<file path="src/rtl/rast_arb_pkg.sv">
`default_nettype none
// ============================================================================
// Module   : rast_arb_pkg
// Brief    : Shared types, default sizes and round-robin picker for the
//            rasterizer memory arbiter.
// Revision : 1.0 - initial release
// ============================================================================
package rast_arb_pkg;

    typedef enum logic [0:0] {
        IDLE = 1'b0,
        BUSY = 1'b1
    } state_e;

    localparam int N_CH_DEF        = 3;
    localparam int MAX_PENDING_DEF = 8;
    localparam int CH_W            = $clog2(N_CH_DEF);
    localparam int PEND_W          = $clog2(MAX_PENDING_DEF) + 1;
    localparam int MAX_CH          = 8;

    // Search starts at ptr and wraps to 0; req bits at or above n_ch are ignored.
    function automatic logic [2:0] rr_pick(input logic [MAX_CH-1:0] req,
                                           input logic [2:0]        ptr,
                                           input int                n_ch);
        logic [2:0] win;
        logic       found;
        int         idx;
        win   = '0;
        found = 1'b0;
        for (int k = 0; k < MAX_CH; k++) begin
            idx = int'(ptr) + k;
            if (idx >= n_ch) begin
                idx = idx - n_ch;
            end
            if (!found && (k < n_ch) && req[idx[2:0]]) begin
                win   = idx[2:0];
                found = 1'b1;
            end
        end
        return win;
    endfunction

endpackage
`default_nettype wire

</file>
<file path="src/rtl/rast_id_fifo.sv">
`default_nettype none
// ============================================================================
// Module   : rast_id_fifo
// Brief    : Synchronous FIFO of channel IDs for in-order read-response routing.
// Revision : 1.0 - initial release
// ============================================================================
module rast_id_fifo #(
    parameter int WIDTH = 2,
    parameter int DEPTH = 8
) (
    input  logic                       clock,
    input  logic                       reset,
    input  logic                       push_i,
    input  logic [WIDTH-1:0]           push_data_i,
    input  logic                       pop_i,
    output logic                       full_o,
    output logic                       empty_o,
    output logic [WIDTH-1:0]           head_o,
    output logic [$clog2(DEPTH):0]     count_o
);

    localparam int AW = $clog2(DEPTH);
    localparam int CW = AW + 1;

    logic [WIDTH-1:0] mem_q [DEPTH];
    logic [AW-1:0]    wr_ptr_q;
    logic [AW-1:0]    rd_ptr_q;
    logic [CW-1:0]    count_q;
    logic             w_push;
    logic             w_pop;

    assign full_o  = (count_q == CW'(DEPTH));
    assign empty_o = (count_q == '0);
    assign head_o  = mem_q[rd_ptr_q];
    assign count_o = count_q;

    // A full FIFO still takes a push when the head leaves in the same cycle.
    assign w_pop  = pop_i & ~empty_o;
    assign w_push = push_i & (~full_o | w_pop);

    always_ff @(posedge clock) begin
        if (w_push) begin
            mem_q[wr_ptr_q] <= push_data_i;
        end
    end

    always_ff @(posedge clock) begin
        if (reset) begin
            wr_ptr_q <= '0;
            rd_ptr_q <= '0;
            count_q  <= '0;
        end else begin
            if (w_push) begin
                wr_ptr_q <= wr_ptr_q + 1'b1;
            end
            if (w_pop) begin
                rd_ptr_q <= rd_ptr_q + 1'b1;
            end
            case ({w_push, w_pop})
                2'b10:   count_q <= count_q + 1'b1;
                2'b01:   count_q <= count_q - 1'b1;
                default: count_q <= count_q;
            endcase
        end
    end

endmodule
`default_nettype wire

</file>
<file path="src/rtl/rast_mem_arbiter.sv">
`default_nettype none
// ============================================================================
// Module   : rast_mem_arbiter
// Brief    : N-channel Avalon-MM arbiter onto one SDRAM port with pipelined,
//            in-order read routing. Define RAST_ARB_FIXED_PRIO_EN for fixed
//            priority (channel 0 highest) instead of round robin.
// Revision : 1.0 - initial release
// ============================================================================
module rast_mem_arbiter #(
    parameter int N_CH        = 3,
    parameter int ADDR_W      = 26,
    parameter int DATA_W      = 32,
    parameter int MAX_PENDING = 8
) (
    input  logic                     clock,
    input  logic                     reset,
    input  logic [N_CH*ADDR_W-1:0]   in_address,
    input  logic [N_CH-1:0]          in_read,
    input  logic [N_CH-1:0]          in_write,
    input  logic [N_CH*DATA_W/8-1:0] in_byteenable,
    input  logic [N_CH*DATA_W-1:0]   in_writedata,
    output logic [N_CH-1:0]          in_waitrequest,
    output logic [DATA_W-1:0]        in_readdata,
    output logic [N_CH-1:0]          in_readdatavalid,
    output logic [ADDR_W-1:0]        master_address,
    output logic                     master_read,
    output logic                     master_write,
    output logic [DATA_W/8-1:0]      master_byteenable,
    output logic [DATA_W-1:0]        master_writedata,
    input  logic [DATA_W-1:0]        master_readdata,
    input  logic                     master_readdatavalid,
    input  logic                     master_waitrequest,
    output logic                     err_orphan
);

    import rast_arb_pkg::*;

    localparam int CHB   = $clog2(N_CH);
    localparam int PENDB = $clog2(MAX_PENDING) + 1;
    localparam int BE_W  = DATA_W / 8;

    state_e           state_q;
    logic [CHB-1:0]   grant_q;
    logic             err_orphan_q;

    logic [N_CH-1:0]  w_elig;
    logic             w_room;
    logic             w_busy;
    logic             w_g_wr;
    logic             w_g_rd;
    logic             w_acc;
    logic             w_push;
    logic             w_pop;
    logic [CHB-1:0]   w_pick;

    logic             fifo_full;
    logic             fifo_empty;
    logic [CHB-1:0]   fifo_head;
    logic [PENDB-1:0] fifo_count;

    assign w_room = (fifo_count < PENDB'(MAX_PENDING));
    assign w_elig = in_write | (in_read & {N_CH{w_room}});
    assign w_busy = (state_q == BUSY);

    // Write wins over a simultaneous read; the read is re-arbitrated later.
    assign w_g_wr = w_busy & in_write[grant_q];
    assign w_g_rd = w_busy & in_read[grant_q] & ~in_write[grant_q] & ~fifo_full;
    assign w_acc  = (w_g_rd | w_g_wr) & ~master_waitrequest;
    assign w_push = w_acc & w_g_rd;
    assign w_pop  = master_readdatavalid & ~fifo_empty;

`ifdef RAST_ARB_FIXED_PRIO_EN
    assign w_pick = CHB'(rr_pick(MAX_CH'(w_elig), 3'd0, N_CH));
`else
    logic [CHB-1:0] ptr_q;
    assign w_pick = CHB'(rr_pick(MAX_CH'(w_elig), 3'(ptr_q), N_CH));
`endif

    always_comb begin
        master_address    = '0;
        master_byteenable = '0;
        master_writedata  = '0;
        in_waitrequest    = '1;
        if (w_busy) begin
            master_address          = in_address[int'(grant_q)*ADDR_W +: ADDR_W];
            master_byteenable       = in_byteenable[int'(grant_q)*BE_W +: BE_W];
            master_writedata        = in_writedata[int'(grant_q)*DATA_W +: DATA_W];
            in_waitrequest[grant_q] = master_waitrequest;
        end
    end

    assign master_read  = w_g_rd;
    assign master_write = w_g_wr;

    always_comb begin
        in_readdatavalid = '0;
        if (w_pop) begin
            in_readdatavalid[fifo_head] = 1'b1;
        end
    end

    assign in_readdata = master_readdata;
    assign err_orphan  = err_orphan_q;

    always_ff @(posedge clock) begin
        if (reset) begin
            state_q      <= IDLE;
            grant_q      <= '0;
            err_orphan_q <= 1'b0;
`ifndef RAST_ARB_FIXED_PRIO_EN
            ptr_q        <= '0;
`endif
        end else begin
            if (master_readdatavalid && fifo_empty) begin
                err_orphan_q <= 1'b1;
            end
            case (state_q)
                IDLE: begin
                    if (|w_elig) begin
                        grant_q <= w_pick;
                        state_q <= BUSY;
                    end
                end
                BUSY: begin
                    if (w_acc) begin
                        state_q <= IDLE;
`ifndef RAST_ARB_FIXED_PRIO_EN
                        ptr_q   <= (grant_q == CHB'(N_CH - 1)) ? '0 : grant_q + 1'b1;
`endif
                    end else if (!w_g_rd && !w_g_wr) begin
                        state_q <= IDLE;
                    end
                end
                default: state_q <= IDLE;
            endcase
        end
    end

    rast_id_fifo #(
        .WIDTH (CHB),
        .DEPTH (MAX_PENDING)
    ) u_id_fifo (
        .clock       (clock),
        .reset       (reset),
        .push_i      (w_push),
        .push_data_i (grant_q),
        .pop_i       (w_pop),
        .full_o      (fifo_full),
        .empty_o     (fifo_empty),
        .head_o      (fifo_head),
        .count_o     (fifo_count)
    );

endmodule
`default_nettype wire

</file>
<file path="config.mk">
export PLATFORM = sky130hd
export DESIGN_NAME = rast_mem_arbiter
export DESIGN_NICKNAME = d
export VERILOG_FILES = /design/src/rtl/rast_arb_pkg.sv /design/src/rtl/rast_id_fifo.sv /design/src/rtl/rast_mem_arbiter.sv
export SDC_FILE = /design/constraint.sdc
export NUM_CORES = 1
export LEC_CHECK = 0
export BUFFER_PORTS_ARGS = -buffer_cell sky130_fd_sc_hd__buf_2
export CAP_MARGIN = 20
export CORE_AREA = 4 4 126 128
export DETAILED_ROUTE_END_ITERATION = 10
export DIE_AREA = 0 0 130 132
export PLACE_DENSITY = 0.66
export SYNTH_ARGS = -nofsm -noshare
export SYNTH_HDL_FRONTEND = slang
export SYNTH_SLANG_ARGS = --single-unit
</file>
<file path="constraint.sdc">
create_clock -name clock -period 6.3 [get_ports clock]
set_clock_uncertainty 0.05 [all_clocks]
set_input_delay 1.26 -clock clock [delete_from_list [all_inputs] [get_ports clock]]
set_output_delay 1.26 -clock clock [all_outputs]
set_load 0.02 [all_outputs]
</file>
-- Word-level counts from Yosys, hierarchy flattened
Memory sizes are Yosys's and may differ from the RTL's. A register that Yosys moved wholly into a read port is not among the register bits.
Cells that the tools add are included.
W data, S select, Z words.
- memory bits (writable): 16
- input bits: 228
- output and inout port bits: 103
- register bits: 16
- memories: 1
- memories (name ; words ; bits a word ; read ports ; clocked after Yosys merged registers in ; wr ports ; line ; text):
    u_id_fifo.mem_q ; 8 ; 2 ; 1 ; 1 ; 1 ; rast_id_fifo.sv:25 ; logic [WIDTH-1:0] mem_q [DEPTH];
- multiplexer cells: 37
- shifts and indexed selects: 3
- eq/ne operators: 4
- add/sub/neg operators: 10
- $lt $le $gt $ge: 11
- multiply operators: 1
- reductions and logical operators: 15
- bitwise logic cells: 20
- operators with widths (cell ; number):
    $shiftx A96 B8 Y32 ; 1
    $shiftx A78 B8 Y26 ; 1
    $mux W32 ; 1
    $mux W26 ; 1
    $mux W3 ; 7
    $mux W1 ; 14
    $lt A3 B4 Y1 const B ; 3
    $shiftx A12 B5 Y4 ; 1
    $and A1 B1 Y1 ; 9
    $bmux W1 S3 ; 3
    $mux W2 ; 4
    $pmux W4 S2 ; 1
    $add A3 B1 Y3 const B ; 2
    $ge A3 B2 Y1 const B ; 2
    $logic_and A1 B1 Y1 ; 6
    $lt A2 B3 Y1 const B ; 2
    $mul A2 B4 Y6 const B ; 1
    $or A3 B3 Y3 ; 2
    $sub A3 B2 Y3 const B ; 2
    $not A1 Y1 ; 5
    $add A4 B1 Y4 const B ; 1
    $bmux W1 S2 ; 2
    $demux W1 S2 ; 2
    $eq A2 B2 Y1 const B ; 2
    20 further kinds ; 26

-- Logic depth before layout (Yosys ltp)
Gate-level depths: netlist of the first run.
- depth in word-level cells: 12
- mapped depth: 13

-- Hierarchy
From an unflattened synthesis of the first run, not the netlist that was laid out.
- cell total of the unflattened synthesis: 505
- area total of the unflattened synthesis: 3952.5 um^2
- modules (own cells, without submodules) (module ; times used ; area each (um^2) ; sequential area each (um^2) ; cells each):
    rast_mem_arbiter ; 1 ; 2610.0 ; 120.1 ; 400
    rast_id_fifo ; 1 ; 1342.5 ; 740.7 ; 105

-- Worst setup path before layout of the first run
No wires, ideal clock.
- kind: input-to-output
- from: in in_write[1]
- to: out master_read
- data required time: 4.990 ns
- arrival: 2.330 ns
- stages on the path: 3
- slack: 2.660 ns
- buffers on the path: 0
- path through: mux2i_1 > o2bb2ai_2 > nor4b_1
- longest elaborated chain between the ends: 5
- RTL lines (element ; line ; text):
    from (decl) ; rast_mem_arbiter.sv:19 ; input logic [N_CH-1:0] in_write,
    $bmux W1 S2 ; rast_mem_arbiter.sv:67 ; assign w_g_rd = w_busy & in_read[grant_q] & ~in_write[grant_q] & ~fifo_full;
    $mux W1 (not written as such) ; rast_mem_arbiter.sv:67 ;
    $not A1 Y1 ; rast_mem_arbiter.sv:67 ;
    $and A1 B1 Y1 (2 in series) ; rast_mem_arbiter.sv:67 ;
    to (decl) ; rast_mem_arbiter.sv:26 ; output logic master_read,
No other way between the ends. The select of a mux whose other input is x is not followed.

-- Final worst setup path of the first run
- from: reg grant_q[0]
- to: out master_writedata[31]
- longest elaborated chain between the ends: 2
- RTL lines (element ; line ; text):
    from (decl) ; rast_mem_arbiter.sv:43 ; logic [CHB-1:0] grant_q;
    from (signal assigned) ; rast_mem_arbiter.sv:120 ; grant_q <= w_pick;
    $shiftx A96 B8 Y32 ; rast_mem_arbiter.sv:87 ; master_writedata = in_writedata[int'(grant_q)*DATA_W +: DATA_W];
    $mux W32 ; rast_mem_arbiter.sv:84 ; if (w_busy) begin
    to (decl) ; rast_mem_arbiter.sv:29 ; output logic [DATA_W-1:0] master_writedata,
No other way between the ends.

==> results_dict.tcl, run 1 <==
set metrics [dict create \
    status "completed" \
    cp_max_fo 46 \
    drt-wirelength-per-cell_um 15.53 \
    area_delta_synth_final_pct 36.24 \
    antennaDiodeCount 0 \
    drt_iter0_drc 210 \
    num_rows 45 \
    cts_tree "yes" \
    cts_made_buffers 5 \
    fin_nets 936 \
    antenna_found_initial 1 \
    netlist_area_um2 3809 \
    final_common_cell "buf_2" \
    crit_chain "buf_4 -> mux2i_1 -> o21ai_0 -> and2_1 -> buf_2" \
    synth_warnings 0 \
    clock_latency_ns 0.28 \
    synth_edf_count 16 \
    fp.dieH_um 132 \
    synthTopCellsByArea "mux2i_1 (18%), edfxtp_1 (13%), and2_1 (11%), dfxtp_1 (10%), o21ai_0 (8.8%)" \
    synth_cell_type_count 53 \
    hold_class "reg2reg" \
    critPathLaunch "grant_q[0]" \
    grt_max_degree 77 \
    syn_area_per_cell_um2 7.821 \
    synth_seq_cells 35 \
    grt-ovfl-total 0 \
    vdd_ir_drop_max_v 0.0001064 \
    yosysTopAreaCell "mux2i_1" \
    post_cts_buffers 0 \
    floorplan.initialDensity_pct 25.62 \
    post-place-ws_ns 2.421 \
    fin_tns_setup_ns 0 \
    hpwl_um 11350 \
    port_buffers 266 \
    synthesis.nets 725 \
    core_area_um2 14860 \
    finalCritPeriodShare_pct 64.57 \
    cp-endpoint "master_writedata[31]" \
    cts_resized 0 \
    synth_ff_type "dfxtp_1" \
    worstSetupPathType "reg2out" \
    synthArstFlopShare_pct 0 \
    gp_congestion 0.8151 \
    tightest_slew_ns 0.9593 \
    regToRegStartpoint "grant_q[0]" \
    first_global_vias 3873 \
    cts_hold_buf 0 \
    io_pins 331 \
    arrival_ns 2.76 \
    r2r-end "u_id_fifo.count_o[2]" \
    setup_viol 0 \
    hold_violations 0 \
    fmax_mhz 245.8 \
    cpMaxStageDelayCell "dfxtp_4" \
    setup_ws_ns 2.232 \
    dieArea_um2 17160 \
    r2r_cells 12 \
    drt_wl_total_um 13770 \
    most-common-layout-cells "buf_2 (266), mux2i_1 (70), nand2_1 (70), o21ai_0 (67), and2_1 (64)" \
    root_buffer "clkbuf_16" \
    drive_gt1_share_pct 41.63 \
    max_slew_margin_pct 36.05 \
    cp.required_ns 4.99 \
    crit_path_start_kind "register" \
    syn_inst 487 \
    cts_sinks 35 \
    synth_top_cell_area_share_pct 18.40 \
    cap_violations 0 \
    yosysSeqAreaShare_pct 22.60 \
    postRouteAntennaNets 0 \
    die_x_um 130 \
    grt_pass1_wl_um 20670 \
    clockBufferDepth 2 \
    power_density_nw_per_um2 177.0 \
    grt_util_all_layers_pct 15.16 \
    drv_slew 0 \
    htreeDepth 2 \
    cts.clk_slew.worst_paths_ns 0.06 \
    period_needed_ns 4.068 \
    critPathMaxStageDelay_ns 0.67 \
    via_per_inst 4.605 \
    p_leak_nw 2.297 \
    rsz0062_at_grt "no" \
    r2r_slack_ns 2.40 \
    vias 4085 \
    first_pass_iters 4 \
    cp-end-kind "output port" \
    drcViolationCount 0 \
]
## synthesized netlist by cell type (2+ instances only)
| library cell | number |
|---|---|
| xnor2_1 | 2 |
| buf_1 | 6 |
| a21oi_1 | 7 |
| or3_1 | 4 |
| nor3_1 | 5 |
| mux4_2 | 4 |
| nand2b_1 | 6 |
| mux2i_1 | 70 |
| nor3b_1 | 3 |
| a211o_1 | 2 |
| o21bai_1 | 2 |
| nand2_1 | 70 |
| xor2_1 | 4 |
| nor2b_1 | 7 |
| buf_4 | 32 |
| o21ai_1 | 2 |
| inv_1 | 3 |
| edfxtp_1 | 16 |
| dfxtp_1 | 19 |
| ha_1 | 10 |
| and2_1 | 64 |
| nand3b_1 | 2 |
| buf_2 | 7 |
| o21ai_0 | 67 |
| o21a_1 | 2 |
| nor2_1 | 25 |
| clkbuf_1 | 20 |
## power by group
group	switching, mW	leakage (nW)	internal, mW
sequential	0.0310	0.302	0.251
combinational	0.216	1.92	0.176
clock	0.0972	0.0700	0.148
## critical path, delay by kind of cell, from the launching register on
kind / cells / cell delay [ns]
mux: 1 / 0.63
flops: 1 / 0.67
simple gates: 1 / 0.18
buf+inv: 2 / 0.81
compound gates: 1 / 0.14
## logic make-up (layout without fill, tap and decap cells)
group	after synthesis	after routing	synth area share (%)
adders and majority gates	10	10	3.285
DFF	35	35	22.60
buffers and inverters	68	280	10.09
AOI/OAI and AO/OA	95	95	14.36
xor gates and xnor gates	6	6	1.380
muxes	75	75	21.06
and+or+nand+nor	198	198	27.23
## worst min path at each step
stage                                     start         end  slack, ns  cells after the start
final                                err_orphan  err_orphan       0.41                      2
after global routing                 err_orphan  err_orphan       0.44                      2
after CTS                            err_orphan  err_orphan       0.42                      2
after detailed placement             err_orphan  err_orphan       0.40                      2
after global placement               err_orphan  err_orphan       0.40                      2
after floorplan           u_id_fifo.rd_ptr_q[2]    register       0.43                      2
## layout make-up
class / instances / area (um^2)
fill: 1631 / 9676
multi-input combinational: 384 / 2571
timing repair buffer: 269 / 1354
sequential: 35 / 867.1
tap: 188 / 235.2
clock buffer: 5 / 125.1
clock inverter: 3 / 25.02
inverter: 3 / 11.26
## metrics by stage
stage	cells	utilization (%)	hold WS, ns	power, mW	instance area [um^2]
finish	887	34.91	0.4063	0.9184	5189
global route	887	34.91	0.4444	0.9821	5189
CTS	887	34.91	0.4160	0.9296	5189
detailed placement	879	33.90	0.4014	0.6840	5039
global placement	879	33.90	0.3954	0.6790	5039
floorplan	487	-	0.4347	0.5541	3809
## sequential cells by signal, summed over array words and instances, names as in the netlist, named ones only
| signal | flops |
|---|---|
| u_id_fifo.rd_ptr_q | 3 |
| u_id_fifo.wr_ptr_q | 3 |
| grant_q | 2 |
| u_id_fifo.count_o | 4 |
| err_orphan | 1 |
| u_id_fifo.mem_q | 16 |
| state_q | 1 |
| ptr_q | 2 |
## routing by layer
| layer | global-route usage (%) | vias to the layer above | share of wire [%] |
|---|---|---|---|
| li1 | - | 2079 | - |
| met1 | 19.73 | 1816 | 42 |
| met2 | 25.33 | 177 | 48 |
| met3 | 4.700 | 11 | 8.9 |
| met4 | 1.905 | 2 | 0.65 |
| met5 | 0 | - | 0.094 |
Power figures use the tool's default switching activity.
==> run 2: changes to the inputs <==
ABC_AREA = 1   (was not set)
CORE_AREA = 4 4 125 127   (was 4 4 126 128)
DIE_AREA = 0 0 129 131   (was 0 0 130 132)
PLACE_DENSITY = 0.69   (was 0.66)
clock period = 3.5 ns   (was 6.3 ns; I/O delays follow)
==> run 2 against run 1 <==
Non-clock buffer count increased by 2. Setup slack got worse by 1.8 ns. Core utilization increased by 0.58 points. Synthesized cell count increased by 38%. Critical path depth increased by 4. Hold slack got worse by 0.0079 ns. Via count increased by 16%. First-iteration DRC count decreased by 21%. Register-to-register slack got worse by 1.7 ns. Synthesized area decreased by 1.9%. Clock power increased by 68%. Critical path type unchanged.
==> results_dict.tcl, run 2 <==
set metrics [dict create \
    status "completed" \
    arrival_ns 2.29 \
    hpwl_um 11600 \
    cap_violations 0 \
    via_per_inst 4.426 \
    syn_inst 671 \
    most-common-layout-cells "nand2_1 (295), buf_2 (266), inv_1 (95), nand3_1 (74), nor2_1 (35)" \
    synth_ff_type "dfxtp_1" \
    netlist_area_um2 3736 \
    placed_area_um2 4972 \
    finalInstanceArea_um2 5119 \
    cts_tree "yes" \
    cts.clk_slew.worst_paths_ns 0.05 \
    rsz0062_at_grt "no" \
    regArea_um2 862.1 \
    fin_nets 1124 \
    dieArea_um2 16900 \
    htreeDepth 2 \
    max_slew_margin_pct 53.36 \
    synth_edf_count 16 \
    grt-ovfl-total 0 \
    synth.most_common_cell "nand2_1" \
    cts_resized 0 \
    yosysSeqAreaShare_pct 23.04 \
    drt_wl_total_um 14210 \
    postRouteAntennaNets 0 \
    cp_max_fo 36 \
    cts_sinks 35 \
    post_cts_buffers 0 \
    gp_congestion 0.8799 \
    setup_viol 0 \
    clockBufferDepth 2 \
    fp.dieH_um 131 \
    p_leak_nw 3.204 \
    drt-wirelength-per-cell_um 13.25 \
    first_pass_iters 5 \
    grt_util_all_layers_pct 15.50 \
    crit_path_start_kind "register" \
    cp-end-kind "output port" \
    tightest_slew_ns 0.6996 \
    multi_input_area_um2 2123 \
    hold_class "reg2reg" \
    synth_warnings 0 \
    fmax_mhz 329.4 \
    largest_reg_flops 16 \
    cts_hold_buf 0 \
    root_buffer "clkbuf_16" \
    io_pins 331 \
    synth_cell_type_count 32 \
    num_rows 44 \
    grt_max_degree 65 \
    cts_made_buffers 5 \
    first_global_vias 4371 \
    yosysTopAreaCell "nand2_1" \
    fin_tns_setup_ns 0 \
    core_area_um2 14420 \
    area_delta_synth_final_pct 37.01 \
    drcViolationCount 0 \
    r2r_slack_ns 0.70 \
    antenna_found_initial 1 \
    grt_pass1_wl_um 20980 \
    cp.required_ns 2.75 \
    synth_top_cell_area_share_pct 29.64 \
    drv_slew 0 \
    syn_area_per_cell_um2 5.568 \
    worstSetupPathType "reg2out" \
    regMostFlops "u_id_fifo.mem_q" \
    drt_iter0_drc 166 \
    port_buffers 266 \
    final_common_cell "nand2_1" \
    die_x_um 129 \
    synthTopCellsByArea "nand2_1 (30%), edfxtp_1 (13%), dfxtp_1 (10%), nand3_1 (9.9%), inv_1 (9.7%)" \
    period_needed_ns 3.036 \
    power_density_nw_per_um2 390.5 \
    floorplan.initialDensity_pct 25.90 \
    hold_violations 0 \
    synthArstFlopShare_pct 0 \
    drive_gt1_share_pct 33.15 \
    fillers 1602 \
    synth_seq_cells 35 \
    vias 4749 \
    vdd_ir_drop_max_v 0.0002112 \
    synthesis.nets 909 \
    finalCritPeriodShare_pct 86.74 \
    clock_latency_ns 0.27 \
    ys_top_cells_by_count "nand2_1 (295), inv_1 (97), nand3_1 (74)" \
]
==> run 2: where the power goes <==
part / switching [mW] / internal (mW) / total, mW
Combinational: 0.675 / 0.383 / 1.06
Sequential: 0.0524 / 0.477 / 0.529
Clock: 0.149 / 0.262 / 0.411
Total: 0.877 / 1.12 / 2.00
==> run 2: routing by layer <==
| metal | global-route usage [%] | vias up | wire (um) |
|---|---|---|---|
| li1 | - | 2448 | - |
| met1 | 16.91 | 2055 | 5281 |
| met2 | 29.60 | 205 | 7531 |
| met3 | 2.805 | 39 | 955 |
| met4 | 5.930 | 2 | 430 |
| met5 | 0 | - | 13 |
==> run 2: final timing paths <==
| path | startpoint | to | cells past startpoint |
|---|---|---|---|
| max | grant_q[1] | master_writedata[8] | 9 |
| max reg2reg | grant_q[1] | u_id_fifo.count_o[3] | 15 |
| min | err_orphan | err_orphan | 2 |
| min reg2reg | err_orphan | err_orphan | 2 |
==> run 2: cell type report <==
class / instances / area share, %
Sequential cell: 35 / 16.84
Antenna cell: 2 / 0.09778
Timing Repair Buffer: 271 / 26.99
Inverter: 100 / 7.333
Clock buffer: 6 / 2.518
Multi-Input combinational cell: 473 / 41.48
Clock inverter: 2 / 0.2444
Tap cell: 184 / 4.498
==> run 2: cell families after synthesis <==
logic type                 Yosys count  share of synthesized area, %
muxes                                1                        0.2679
and+or+nand+nor                    416                         45.68
adders and majority gates           10                         3.349
xor gates and xnor gates             4                        0.9379
AOI/OAI and AO/OA                   42                         6.464
DFF                                 35                         23.04
buffers and inverters              163                         20.26
==> run 2: metrics by stage <==
step / util, % / worst slack [ns] / power, mW / hold WS [ns] / instances
6_report: 35.49 / 0.4640 / 1.999 / 0.3984 / 1073
4_1_cts: 35.45 / 0.3877 / 2.024 / 0.4018 / 1071
2_1_floorplan: - / 1.063 / 1.300 / 0.3834 / 671
3_5_place_dp: 34.47 / 0.6887 / 1.606 / 0.3946 / 1063
3_3_place_gp: 34.47 / 0.6978 / 1.602 / 0.3893 / 1063
5_1_grt: 35.45 / 0.1773 / 2.172 / 0.4350 / 1071
==> run 2: worst max-delay path, stage by stage, from the launching register on <==
cell and delay, ns:
dfxtp_1 0.39, inv_2 0.13, nand2_1 0.07, inv_2 0.42, buf_4 0.45, nand2_1 0.10, nand3_1 0.13, nand2_1 0.07
inv_1 0.07, buf_2 0.15
